### src/rtl/exception_controller.sv
// Trap controller: qualifies exceptions and synchronised IRQs, selects the highest-priority
// cause, and runs the trap-entry handshake (PEND -> TAKE) with the control unit.
module exception_controller #(
    parameter int unsigned NUM_IRQ       = 8,
    parameter int unsigned SYNC_STAGES   = 2,
    parameter int unsigned VECTOR_STRIDE = 4
) (
    input  logic               clk,
    input  logic               reset,
    input  logic [15:0]        exceptionReq,
    input  logic [NUM_IRQ-1:0] irq,
    input  logic [15:0]        exceptionMask,
    input  logic               interruptEnable,
    input  logic [31:0]        isrBaseAddress,
    input  logic [31:0]        pc,
    input  logic               trapAck,
    input  logic               eret,
    output logic               exceptionPending,
    output logic [4:0]         cause,
    output logic               trapTaken,
    output logic [31:0]        trapVector,
    output logic [31:0]        epc,
    output logic               inHandler
);

    localparam int unsigned StrideShift = $clog2(VECTOR_STRIDE);

    typedef enum logic [1:0] {StIdle, StPend, StTake} state_e;

    state_e             state_q, state_d;
    logic [NUM_IRQ-1:0] sync_q [SYNC_STAGES];
    logic [15:0]        exc_latch_q, exc_latch_d, latch_clr;
    logic [4:0]         cause_q, next_cause;
    logic [31:0]        epc_q;
    logic               in_handler_q;
    logic [15:0]        exc_qual;
    logic [NUM_IRQ-1:0] irq_qual;
    logic               any_exc, any_irq, capture;

    always_ff @(posedge clk or posedge reset) begin
        if (reset) begin
            for (int i = 0; i < int'(SYNC_STAGES); i++) sync_q[i] <= '0;
        end else begin
            sync_q[0] <= irq;
            for (int i = 1; i < int'(SYNC_STAGES); i++) sync_q[i] <= sync_q[i-1];
        end
    end

    assign exc_qual = (exceptionReq | exc_latch_q) & ~exceptionMask;
    assign irq_qual = sync_q[SYNC_STAGES-1] & {NUM_IRQ{interruptEnable & ~in_handler_q}};
    assign any_exc  = |exc_qual;
    assign any_irq  = |irq_qual;
    assign capture  = (state_q == StIdle) && (any_exc || any_irq);

    // Lowest index wins within a group; any exception beats any interrupt.
    always_comb begin
        next_cause = '0;
        for (int i = 15; i >= 0; i--) begin
            if (exc_qual[i]) next_cause = 5'(i);
        end
        if (!any_exc) begin
            for (int i = int'(NUM_IRQ) - 1; i >= 0; i--) begin
                if (irq_qual[i]) next_cause = 5'(16 + i);
            end
        end
    end

    // A request arriving on the bit being cleared in TAKE keeps that bit set.
    always_comb begin
        latch_clr = '0;
        if (state_q == StTake && !cause_q[4]) latch_clr = 16'b1 << cause_q[3:0];
        exc_latch_d = (exc_latch_q & ~latch_clr) | exceptionReq;
    end

    always_ff @(posedge clk or posedge reset) begin
        if (reset) begin
            state_q <= StIdle;
        end else begin
            state_q <= state_d;
        end
    end

    always_comb begin
        state_d = state_q;
        unique case (state_q)
            StIdle:  if (any_exc || any_irq) state_d = StPend;
            StPend:  if (trapAck) state_d = StTake;
            StTake:  state_d = StIdle;
            default: state_d = StIdle;
        endcase
    end

    always_ff @(posedge clk or posedge reset) begin
        if (reset) begin
            exc_latch_q  <= '0;
            cause_q      <= '0;
            epc_q        <= '0;
            in_handler_q <= 1'b0;
        end else begin
            exc_latch_q <= exc_latch_d;
            if (capture) begin
                cause_q <= next_cause;
                epc_q   <= pc;
            end
            if (state_q == StTake) begin
                in_handler_q <= 1'b1;
            end else if (eret) begin
                in_handler_q <= 1'b0;
            end
        end
    end

    always_comb begin
        exceptionPending = (state_q != StIdle) || any_exc || any_irq;
        trapTaken        = (state_q == StTake);
        trapVector       = '0;
        if (state_q != StIdle) trapVector = isrBaseAddress + ({27'd0, cause_q} << StrideShift);
    end

    assign cause     = cause_q;
    assign epc       = epc_q;
    assign inHandler = in_handler_q;

endmodule

### config.mk
export PLATFORM = sky130hd
export DESIGN_NAME = exception_controller
export DESIGN_NICKNAME = d
export VERILOG_FILES = /design/src/rtl/exception_controller.sv
export SDC_FILE = /design/constraint.sdc
export NUM_CORES = 1
export LEC_CHECK = 0
export ABC_AREA = 1
export BUFFER_PORTS_ARGS = -buffer_cell sky130_fd_sc_hd__buf_2
export CAP_MARGIN = 10
export CORE_MARGIN = 8
export CORE_UTILIZATION = 47
export DETAILED_ROUTE_END_ITERATION = 10
export PLACE_DENSITY_LB_ADDON = 0.3
export SETUP_SLACK_MARGIN = 0.05
export SKIP_CTS_REPAIR_TIMING = 1
export SLEW_MARGIN = 10
export SYNTH_ARGS = -nofsm -noshare
export SYNTH_HDL_FRONTEND = slang
export SYNTH_SLANG_ARGS = --single-unit
### constraint.sdc
create_clock -name clk -period 3.2 [get_ports clk]
set_input_delay 0.16 -clock clk [delete_from_list [all_inputs] [get_ports clk]]
set_output_delay 0.16 -clock clk [all_outputs]
set_load 0.1 [all_outputs]
# After elaboration in Yosys (flattened, before gate mapping)

Index checks and enable logic that the tools add are counted.

Word-level logic and storage cells: 66
Input bits: 109
Register bits after elaboration: 72
Output and inout bits: 72

Equality and inequality tests: 4
Reduce and logical (&&, ||, !) cells: 12
Add/sub/neg operators: 1
Shifts and indexed selects: 1
Multiplexer cells: 32
Bitwise operators: 9

Operators by type and width:

| cell                                                                    | number |
|---|---|
| 5-bit 2-to-1 mux                                                        | 24 |
| 32-bit by 7-bit adder with 32-bit output                                | 1 |
| 16-bit bitwise AND                                                      | 2 |
| 32-bit 2-to-1 mux                                                       | 1 |
| 16-bit NOT                                                              | 2 |
| 16-bit bitwise OR                                                       | 2 |
| 16-bit 2-to-1 mux                                                       | 1 |
| 16-bit OR reduction                                                     | 1 |
| 1-bit by 4-bit << shifter with 16-bit output, first input constant      | 1 |
| 8-bit bitwise AND                                                       | 1 |
| 8-bit OR reduction                                                      | 1 |
| 2-bit 2-to-1 mux                                                        | 2 |
| 4-bit 2-to-1 mux                                                        | 1 |
| 2-bit one-hot mux with 2 select lines                                   | 1 |
| 2-bit nonzero test                                                      | 2 |
| 1-bit logical OR                                                        | 3 |
| 2-bit by 1-bit equality test with 1-bit output, second input constant   | 1 |
| 2-bit equality test, second input constant                              | 1 |
| 1-bit logical AND                                                       | 2 |
| 2-bit zero test                                                         | 1 |
| 1-bit 2-to-1 mux                                                        | 2 |
| 2-bit by 1-bit inequality test with 1-bit output, second input constant | 1 |
| 2-bit inequality test, second input constant                            | 1 |
| 2-bit AND reduction                                                     | 1 |
| 3 further kinds                                                         | 3 |

# Longest topological paths before layout

Gate-level depths: netlist of the first run.

Depth in word-level cells: 27
Gate-level depth with buffers: 26
Depth with buffers taken out: 26

# Worst setup path before layout of the first run

OpenSTA, ideal clock, no wires.

Path type: reg2out
Start: register cause_q[0] (netlist: cause[0])
End: output port trapVector[24]
Data arrival time: 4.937 ns
Path buffers: 0
Slack: -1.897 ns
Cell stages (with the launch flop): 19
Required time: 3.040 ns
Cell sequence: dfrtp_1 ha_1 fa_1 nand3_1 nand2_1 nand2_2 a21boi_2 nand2_1 nor2_2 nand2_1 inv_2 nand2_4 nor2_4 nand2_4 nor2_4 nand3_2 inv_2 nand3_2 a211oi_1

Word-level cells in the longest chain between the ends: 2

RTL lines:

| item                                     | line | text |
|---|---|---|
| start: declaration                       | 33   | `logic [4:0] cause_q, next_cause;` |
| start signal: assignment                 | 102  | `cause_q <= next_cause;` |
| 32-bit by 7-bit adder with 32-bit output | 117  | `if (state_q != StIdle) trapVector = isrBaseAddress + ({27'd0, cause_q} << StrideShift);` |
| 32-bit 2-to-1 mux                        | 117  |  |
| end: declaration                         | 21   | `output logic [31:0] trapVector,` |

No other way between the ends.

# Worst setup path in the final report of the first run

Start: register cause_q[0] (netlist: cause[0])
End: output port trapVector[28]

The elaborated chain is that of the path after synthesis.

==> metrics, run 1 <==
status finished with violations; failing checks setup timing; full die area ~0.011 mm^2; register area share after synthesis a little under half; slew of the pin with the lowest slew margin 1086 ps; max frequency between 200 and 300 MHz; Post-Synthesis Cells 523; CTS max path bufs 2; Syn-to-layout area delta 52.41%; peak fanout along the critical path 4; RSZ-0062 raised after global routing yes; worst-path cell with the longest stage delay dfrtp_2; final setup vio count 3; Wirelength per Cell 14.82 um; Synth area leader dfrtp_1; endpoint type of the worst setup path output port; Die H 106.7 um; main area contributors after synthesis dfrtp_1, nand2_1, nor2_1, inv_1, a31oi_1; FP Rows 33; P_leak approximately 3.1 nW; maxcap violations 0; via/cell ratio just over 5; first-pass GRT wire length between 20000 and 25000 um; Final Hold Viols 0; DRT antenna net count 0; CTS sink count 72; area of the mapped netlist roughly 0.0039 mm^2; root buffer cell clkbuf_8; CTS tree done; PD cells 1152 mW/mm^2; # DRC 0; H-Tree Depth 3; Final Cell Area 0.005887 mm^2; chip width roughly 110 um; TritonRoute pass-1 iters 5; Final Skew 13.04 ps; crit-path cells ha_4 -> fa_2 -> nand3_2 -> nand2_2 -> nand2_2 -> a21boi_2 -> nand2_1 -> nor2_2 -> nand2_1 -> inv_2 -> nand2_4 -> nor2_4 -> nand2_4 -> nor2_4 -> nand3_2 -> inv_4 -> nand3_4 -> or3_4 -> a21oi_4 -> buf_12; 1st-iter DRT viols approximately 170; Final Power ~6.8 mW; fin crit period ~3400 ps; Via Count 4286; gr usage total 21.41%; synth unique cells 36; number of global-route vias before repair 4307; Warnings, synthesis 0; Starting Density a little under half; antenna violations before repair 0; DP Cell Count about 800; Critical Path Max Stage Delay between 400 and 500 ps; final instance count without filler cells around 850; share of layout cells above drive strength 1 between 30% and 40%; Max Slew Vio Count 0; number of diodes 0; Syn Nets 638; Slew HR a little over a quarter; crit path from cause[0]$_DFFE_PP0P_; RR Startpoint exc_latch_q[12]$_DFF_PP0_; Routed WL around 13000 um; hold wc startpoint pc[16]; dpl hpwl 9796 um; Tcrit/Tclk final 105.2%; core area around 0.008 mm^2; Clk pin slew, worst setup/hold paths 90 ps; TritonCTS Buffers 9; critical path class register to output port; # nets final between 800 and 900; Placer Congestion approximately 0.9; Seq cells post-synth around 70; VDD IR max 1004 uV; Startpoint Class register; Arr. time, crit path ~3200 ps; Hold Path Class primary input to register; Yosys top cell area share between 40% and 50%; pin count of the biggest net entering global routing 44; Mapped Avg Cell Area 7.385 um^2; Final WS setup -166.1 ps; required time worst endpoint approximately 3000 ps; grt ovf 0; Worst-Skew Late Latency around 340 ps; I/O pin cnt between 150 and 200; Final Util around 73%; Placed Area around 0.0053 mm^2; I/O Buffers 180
sequential cells by signal, indices dropped and copies added, names as in the netlist:
| name | cells |
|---|---|
| epc | 32 |
| exc_latch_q | 16 |
| sync_q | 16 |
| cause | 5 |
| state_q | 2 |
| inHandler | 1 |
layout make-up:
type / count / area [um^2]
fillers: 629 / 2206
multi-input cells: 370 / 2147
flip-flops and latches: 72 / 1808
repair buffers: 211 / 1305
inverters: 71 / 269.0
well taps: 105 / 131.4
clock buffers: 9 / 123.9
clock inverters: 7 / 102.6
cell usage after synthesis (all sizes together):
library cell,instances
a41oi,1
a31oi,20
nand4,4
a21o,1
dfrtp,72
clkinv,1
nor2,79
nor3b,8
a311oi,1
o21ai,8
nor4,5
clkbuf,8
inv,70
o22ai,4
a21oi,14
or3,1
xnor2,2
a211oi,3
nand3,11
nand2,169
and3,2
o32ai,1
a21boi,1
ha,5
nor3,24
buf,2
or2,2
o21a,3
fa,1
layout by cell type (no fill, tap or decap), drive strengths merged, types with 2 or more instances in the layout:
cell type / netlist / layout
a31oi: 20 / 20
nor4: 5 / 5
nor2: 79 / 79
clkinv: 1 / 4
a21oi: 14 / 14
nand4: 4 / 4
dlygate4sd3: 0 / 10
nor3: 24 / 24
ha: 5 / 5
clkbuf: 8 / 10
or2: 2 / 2
o21a: 3 / 3
nor3b: 8 / 8
o21ai: 8 / 8
dfrtp: 72 / 72
nand2: 169 / 169
and3: 2 / 2
inv: 70 / 72
a211oi: 3 / 3
buf: 2 / 200
bufinv: 0 / 2
o22ai: 4 / 4
nand3: 11 / 11
xnor2: 2 / 2
critical path, delay by kind of cell, from the launching register on:
kind                     cells  cell delay, ps
AO/OA/AOI/OAI                2             300
adder cells (fa/ha/maj)      2             370
buffers and inverters        3             380
flip-flops                   1             420
AND/OR/NAND/NOR             13            1390
cell families (layout without fill, tap and decap cells):
family / after synthesis / in the layout / synth area share (%)
AND/OR/NAND/NOR: 305 / 305 / 33.75
flip-flops: 72 / 72 / 46.65
AO/OA/AOI/OAI: 57 / 57 / 9.070
XOR/XNOR: 2 / 2 / 0.4536
adder cells (fa/ha/maj): 6 / 6 / 2.138
buffers and inverters: 81 / 298 / 7.936
layer usage:
layer	vias up	share of wire [%]	GRT usage, %
li1	2084	-	-
met1	1983	39	25.03
met2	200	50	35.83
met3	19	9.5	7.918
met4	0	1.5	6.533
met5	-	0	0
through the flow:
| step | hold WS (ps) | setup TNS, ps | setup WS, ps |
|---|---|---|---|
| global placement | 257.7 | 0 | 266.8 |
| global route | 0.3964 | -1347 | -385.1 |
| finish | 8.004 | -271.9 | -166.1 |
| floorplan | 191.4 | -867.1 | -254.6 |
| detailed placement | 265.1 | 0 | 154.6 |
| CTS | -114.8 | -836.5 | -239.0 |
power breakdown:
part	switching, mW	leakage, nW	internal, mW
Combinational	3.75	2.19	0.895
Clock	0.367	0.116	0.448
Sequential	0.162	0.817	1.16
final timing paths:
| path | cells past startpoint | end | slack, ps |
|---|---|---|---|
| worst max-delay path | 20 | trapVector[28] | -170 |
| worst max register to register | 13 | cause[1]$_DFFE_PP0P_ | 550 |
| worst min register to register | 0 | sync_q[6]$_DFF_PP0_ | 350 |
| min in group asynchronous | 3 | epc[18]$_DFFE_PP0P_ | 450 |
| max in group asynchronous | 4 | inHandler$_DFFE_PP0P_ | 1750 |
| worst min-delay path | 3 | epc[16]$_DFFE_PP0P_ | 8 |
(Power assumes the default switching activity.)
==> run 2: changes to the inputs <==
BUFFER_PORTS_ARGS = -buffer_cell sky130_fd_sc_hd__buf_4   (was -buffer_cell sky130_fd_sc_hd__buf_2)
==> metrics, run 2 (same netlist as run 1, synthesis figures left out) <==
crit-path cells ha_4 -> nand3_2 -> nand2_2 -> nand2_2 -> a21boi_2 -> nand2_1 -> nor2_2 -> nand2_1 -> inv_2 -> nand2_4 -> nor2_4 -> nand2_4 -> nor2_4 -> nand3_2 -> inv_2 -> nand3_4 -> or3_4 -> a21oi_4 -> buf_12 (was ha_4 -> fa_2 -> nand3_2 -> nand2_2 -> nand2_2 -> a21boi_2 -> nand2_1 -> nor2_2 -> nand2_1 -> inv_2 -> nand2_4 -> nor2_4 -> nand2_4 -> nor2_4 -> nand3_2 -> inv_4 -> nand3_4 -> or3_4 -> a21oi_4 -> buf_12); H-Tree Depth 3 (unchanged); TritonRoute pass-1 iters 4 (was 5); maxcap violations 0 (unchanged); antenna violations before repair 0 (unchanged); # nets final 849 (was 850); Syn-to-layout area delta 61.94% (was 52.41%); Final WS setup -212.6 ps (was -166.1 ps); CTS tree done (unchanged); final instance count without filler cells 844 (was 845); Via Count 4299 (was 4286); Startpoint Class register (unchanged); root buffer cell clkbuf_8 (unchanged); CTS max path bufs 2 (unchanged); Min Hold Slack 15.39 ps (was 8.004 ps); Max Slew Vio Count 0 (unchanged); Worst-Skew Late Latency 330 ps (was 340 ps); grt ovf 0 (unchanged); CTS sink count 72 (unchanged); PD cells 1100 mW/mm^2 (was 1152 mW/mm^2); final setup vio count 1 (was 3); core area 0.008093 mm^2 (unchanged); Placer Congestion 0.8758 (was 0.8773); number of diodes 0 (unchanged); Final Hold Viols 0 (unchanged); Final Skew 10.71 ps (was 13.04 ps); most frequent cells in the layout buf_4, nand2_1, nor2_1, inv_1, dfrtp_1 (was buf_2, nand2_1, nor2_1, inv_1, dfrtp_1); required time worst endpoint 3040 ps (about the same); Tcrit/Tclk final 106.6% (was 105.2%); slew of the pin with the lowest slew margin 1110 ps (was 1086 ps); DP Cell Count 803 (was 802); RSZ-0062 raised after global routing yes (unchanged); Wirelength per Cell 15.49 um (was 14.82 um); chip width 106.7 um (unchanged); worst-path cell with the longest stage delay dfrtp_2 (unchanged); Routed WL 13070 um (was 12520 um); Placed Area 0.005667 mm^2 (was 0.005299 mm^2); status finished with violations (unchanged); peak fanout along the critical path 7 (was 4); pin count of the biggest net entering global routing 40 (was 44); share of layout cells above drive strength 1 38.16% (was 38.65%); number of global-route vias before repair 4333 (was 4307); Final Util 77.29% (was 72.74%); critical path class register to output port (unchanged); Arr. time, crit path 3250 ps (was 3210 ps); gr usage total 21.39% (was 21.41%); Slew HR 25.91% (was 27.50%); via/cell ratio 5.094 (was 5.072); TritonCTS Buffers 9 (unchanged); VDD IR max 1004 uV (about the same); fin crit period 3413 ps (was 3366 ps); Final Cell Area 0.006255 mm^2 (was 0.005887 mm^2); DRT antenna net count 0 (unchanged); Die H 106.7 um (unchanged); dpl ws 80.80 ps (was 154.6 ps); full die area 0.01138 mm^2 (unchanged); most common cell after layout, fill and taps aside buf_4 (was buf_2); failing checks setup timing (unchanged); Critical Path Max Stage Delay 470 ps (was 420 ps); Starting Density 47.73% (unchanged); I/O pin cnt 181 (unchanged); 1st-iter DRT viols 176 (was 165); dpl hpwl 9953 um (was 9796 um); Setup TNS -212.6 ps (was -271.9 ps); max frequency 293.0 MHz (was 297.1 MHz); I/O Buffers 180 (unchanged); Hold Path Class primary input to register (unchanged); # DRC 0 (unchanged); Clk pin slew, worst setup/hold paths 90 ps (about the same); Largest register FFs 32 (unchanged); Final Power 6.879 mW (was 6.784 mW); first-pass GRT wire length 20000 um (was 20040 um); endpoint type of the worst setup path output port (unchanged); FP Rows 33 (unchanged); P_leak 3.220 nW (was 3.119 nW)
[run 2: report_power, final]
group | leakage [nW] | total (mW) | switching (mW) | internal [mW]
combinational | 2.30 | 4.85 | 3.76 | 1.09
clock | 0.101 | 0.699 | 0.392 | 0.308
sequential | 0.817 | 1.33 | 0.170 | 1.16
[run 2: worst paths after layout]
kind	start	endpoint	slack, ps	depth (start not counted)
max in group asynchronous	reset	cause[3]$_DFFE_PP0P_	2020	4
setup / recovery	cause[2]$_DFFE_PP0P_	trapVector[28]	-210	19
min in group asynchronous	reset	epc[18]$_DFFE_PP0P_	450	3
hold / removal	pc[0]	epc[0]$_DFFE_PP0P_	20	3
setup reg to reg	exc_latch_q[13]$_DFF_PP0_	cause[1]$_DFFE_PP0P_	570	13
hold reg to reg	sync_q[11]$_DFF_PP0_	sync_q[3]$_DFF_PP0_	360	0
[run 2: cell type report]
type                    instances  area (um^2)
multi-input cells             370         2141
fillers                       558         1838
flip-flops and latches         72         1808
repair buffers                210         1715
inverters                      71        266.5
well taps                     105        131.4
clock buffers                   9        123.9
clock inverters                 7        68.82
[run 2: worst max-delay path: cells and delay by family, from the launching register on]
family                   cells  cell delay [ps]
buffers and inverters        3              420
adder cells (fa/ha/maj)      1              310
AO/OA/AOI/OAI                2              320
flip-flops                   1              470
AND/OR/NAND/NOR             13             1420
[run 2: layer usage]
layer	vias up	share of wire, %	global-route usage, %
met2	195	49	35.75
li1	2089	-	-
met1	1997	39	24.33
met5	-	0	0
met4	0	1.7	6.332
met3	18	10	9.178
==> run 3: changes to the inputs <==
clock period = 3.7 ns   (was 3.2 ns; I/O delays follow)
==> metrics, run 3 (same netlist as run 1, synthesis figures left out) <==
RSZ-0062 raised after global routing no (was yes); Final WS setup 196.9 ps (was -212.6 ps); P_leak 3.114 nW (was 3.220 nW); Hold Path Class primary input to register (unchanged); dpl hpwl 10270 um (was 9953 um); Fillers 609 (was 558); antenna violations before repair 0 (unchanged); maxcap violations 0 (unchanged); endpoint type of the worst setup path output port (unchanged); Arr. time, crit path 3320 ps (was 3250 ps); peak fanout along the critical path 4 (was 7); TritonRoute pass-1 iters 5 (was 4); Placer Congestion 0.8901 (was 0.8758); slew of the pin with the lowest slew margin 1136 ps (was 1110 ps); most common cell after layout, fill and taps aside buf_4 (unchanged); H-Tree Depth 3 (unchanged); most frequent cells in the layout buf_4, nand2_1, nor2_1, dfrtp_1, inv_1 (was buf_4, nand2_1, nor2_1, inv_1, dfrtp_1); 1st-iter DRT viols 289 (was 176); full die area 0.01138 mm^2 (unchanged); Largest register FFs 32 (unchanged); dpl ws 389.5 ps (was 80.80 ps); TritonCTS Buffers 9 (unchanged); fin crit period around 3500 ps; final setup vio count 0 (was 1); Syn-to-layout area delta 53.90% (was 61.94%); number of global-route vias before repair 4243 (was 4333); Setup TNS 0 ps (was -212.6 ps); via/cell ratio 5.105 (was 5.094); VDD IR max 847.6 uV (was 1004 uV); first-pass GRT wire length 20240 um (was 20000 um); Slew HR 24.20% (was 25.91%); gr usage total 22.26% (was 21.39%); # DRC 0 (unchanged); Wirelength per Cell 16.12 um (was 15.49 um); CTS tree done (unchanged); status finished clean (was finished with violations); Starting Density 47.73% (unchanged); pin count of the biggest net entering global routing 49 (was 40); Placed Area 0.005544 mm^2 (was 0.005667 mm^2); number of diodes 0 (unchanged); grt ovf 0 (unchanged); share of layout cells above drive strength 1 34.58% (was 38.16%); I/O Buffers 180 (unchanged); CTS sink count 72 (unchanged); required time worst endpoint 3510 ps (was 3040 ps); root buffer cell clkbuf_8 (unchanged); Final Hold Viols 0 (unchanged); # nets final 833 (was 849); Clk pin slew, worst setup/hold paths 70 ps (was 90 ps); I/O pin cnt 181 (unchanged); Die H 106.7 um (unchanged); Worst-Skew Late Latency 350 ps (was 330 ps); CTS max path bufs 2 (unchanged); max frequency approximately 290 MHz; Max Slew Vio Count 0 (unchanged); Final Skew 11.23 ps (was 10.71 ps); critical path class register to output port (unchanged); Startpoint Class register (unchanged); Routed WL 13340 um (was 13070 um); Via Count 4227 (was 4299); PD cells 1008 mW/mm^2 (was 1100 mW/mm^2); Tcrit/Tclk final a little over nine tenths; Final Power 5.990 mW (was 6.879 mW); Final Cell Area 0.005944 mm^2 (was 0.006255 mm^2); core area 0.008093 mm^2 (unchanged); chip width 106.7 um (unchanged); Final Util 73.45% (was 77.29%); DRT antenna net count 0 (unchanged); FP Rows 33 (unchanged)
==> run 3: critical path, cell delays in order, from the launching register on <==
cell      delay (ps)
dfrtp_2          400
ha_2             210
fa_2             210
nand3_1           80
nand2_1          100
nand2_2           60
a21boi_2         140
nand2_1           90
nor2_2           100
nand2_1           80
inv_2            100
nand2_4           60
nor2_4           110
nand2_4           80
nor2_4           110
nand3_2          110
inv_2            100
nand3_2           80
or3_1            360
a21oi_4          190
buf_12           190
==> run 3: metrics by stage <==
stage	std cells	hold WS, ps
global placement	801	294.2
finish	828	21.52
floorplan	523	216.4
detailed placement	801	295.3
CTS	817	-66.01
global route	828	15.20
==> run 3: path summary, 6_finish.rpt <==
kind,from,end,slack (ps),depth (start not counted)
worst max-delay path,cause[0]$_DFFE_PP0P_,trapVector[28],200,20
worst min-delay path,eret,inHandler$_DFFE_PP0P_,20,2
worst max register to register,exc_latch_q[13]$_DFF_PP0_,cause[1]$_DFFE_PP0P_,980,13
worst min register to register,sync_q[8]$_DFF_PP0_,sync_q[0]$_DFF_PP0_,350,0
max in group asynchronous,reset,epc[16]$_DFFE_PP0P_,2750,3
min in group asynchronous,reset,epc[18]$_DFFE_PP0P_,60,2
==> run 3: cell type report <==
| type | instances | area (um^2) | share of cell area (%) |
|---|---|---|---|
| sequential | 72 | 1804 | 30.35 |
| multi-input combinational | 370 | 2004 | 33.72 |
| tap | 105 | 131.4 | 2.210 |
| clock buffer | 11 | 141.4 | 2.378 |
| clock inverter | 5 | 103.9 | 1.747 |
| timing repair buffer | 194 | 1493 | 25.11 |
| inverter | 71 | 266.5 | 4.483 |
==> run 3: per-layer routing <==
| layer | vias to the layer above | routed length, um | global-route usage (%) |
|---|---|---|---|
| li1 | 2049 | - | - |
| met1 | 1965 | 5003 | 25.90 |
| met2 | 185 | 6844 | 37.43 |
| met3 | 28 | 1117 | 6.359 |
| met4 | 0 | 379 | 9.849 |
| met5 | - | 0 | 0 |
==> run 3: where the power goes <==
group	internal (mW)	total [mW]	leakage, nW	switching (mW)
logic	0.836	4.07	2.17	3.24
registers	1.01	1.16	0.822	0.149
clock network	0.467	0.763	0.124	0.296
total	2.31	5.99	3.11	3.68
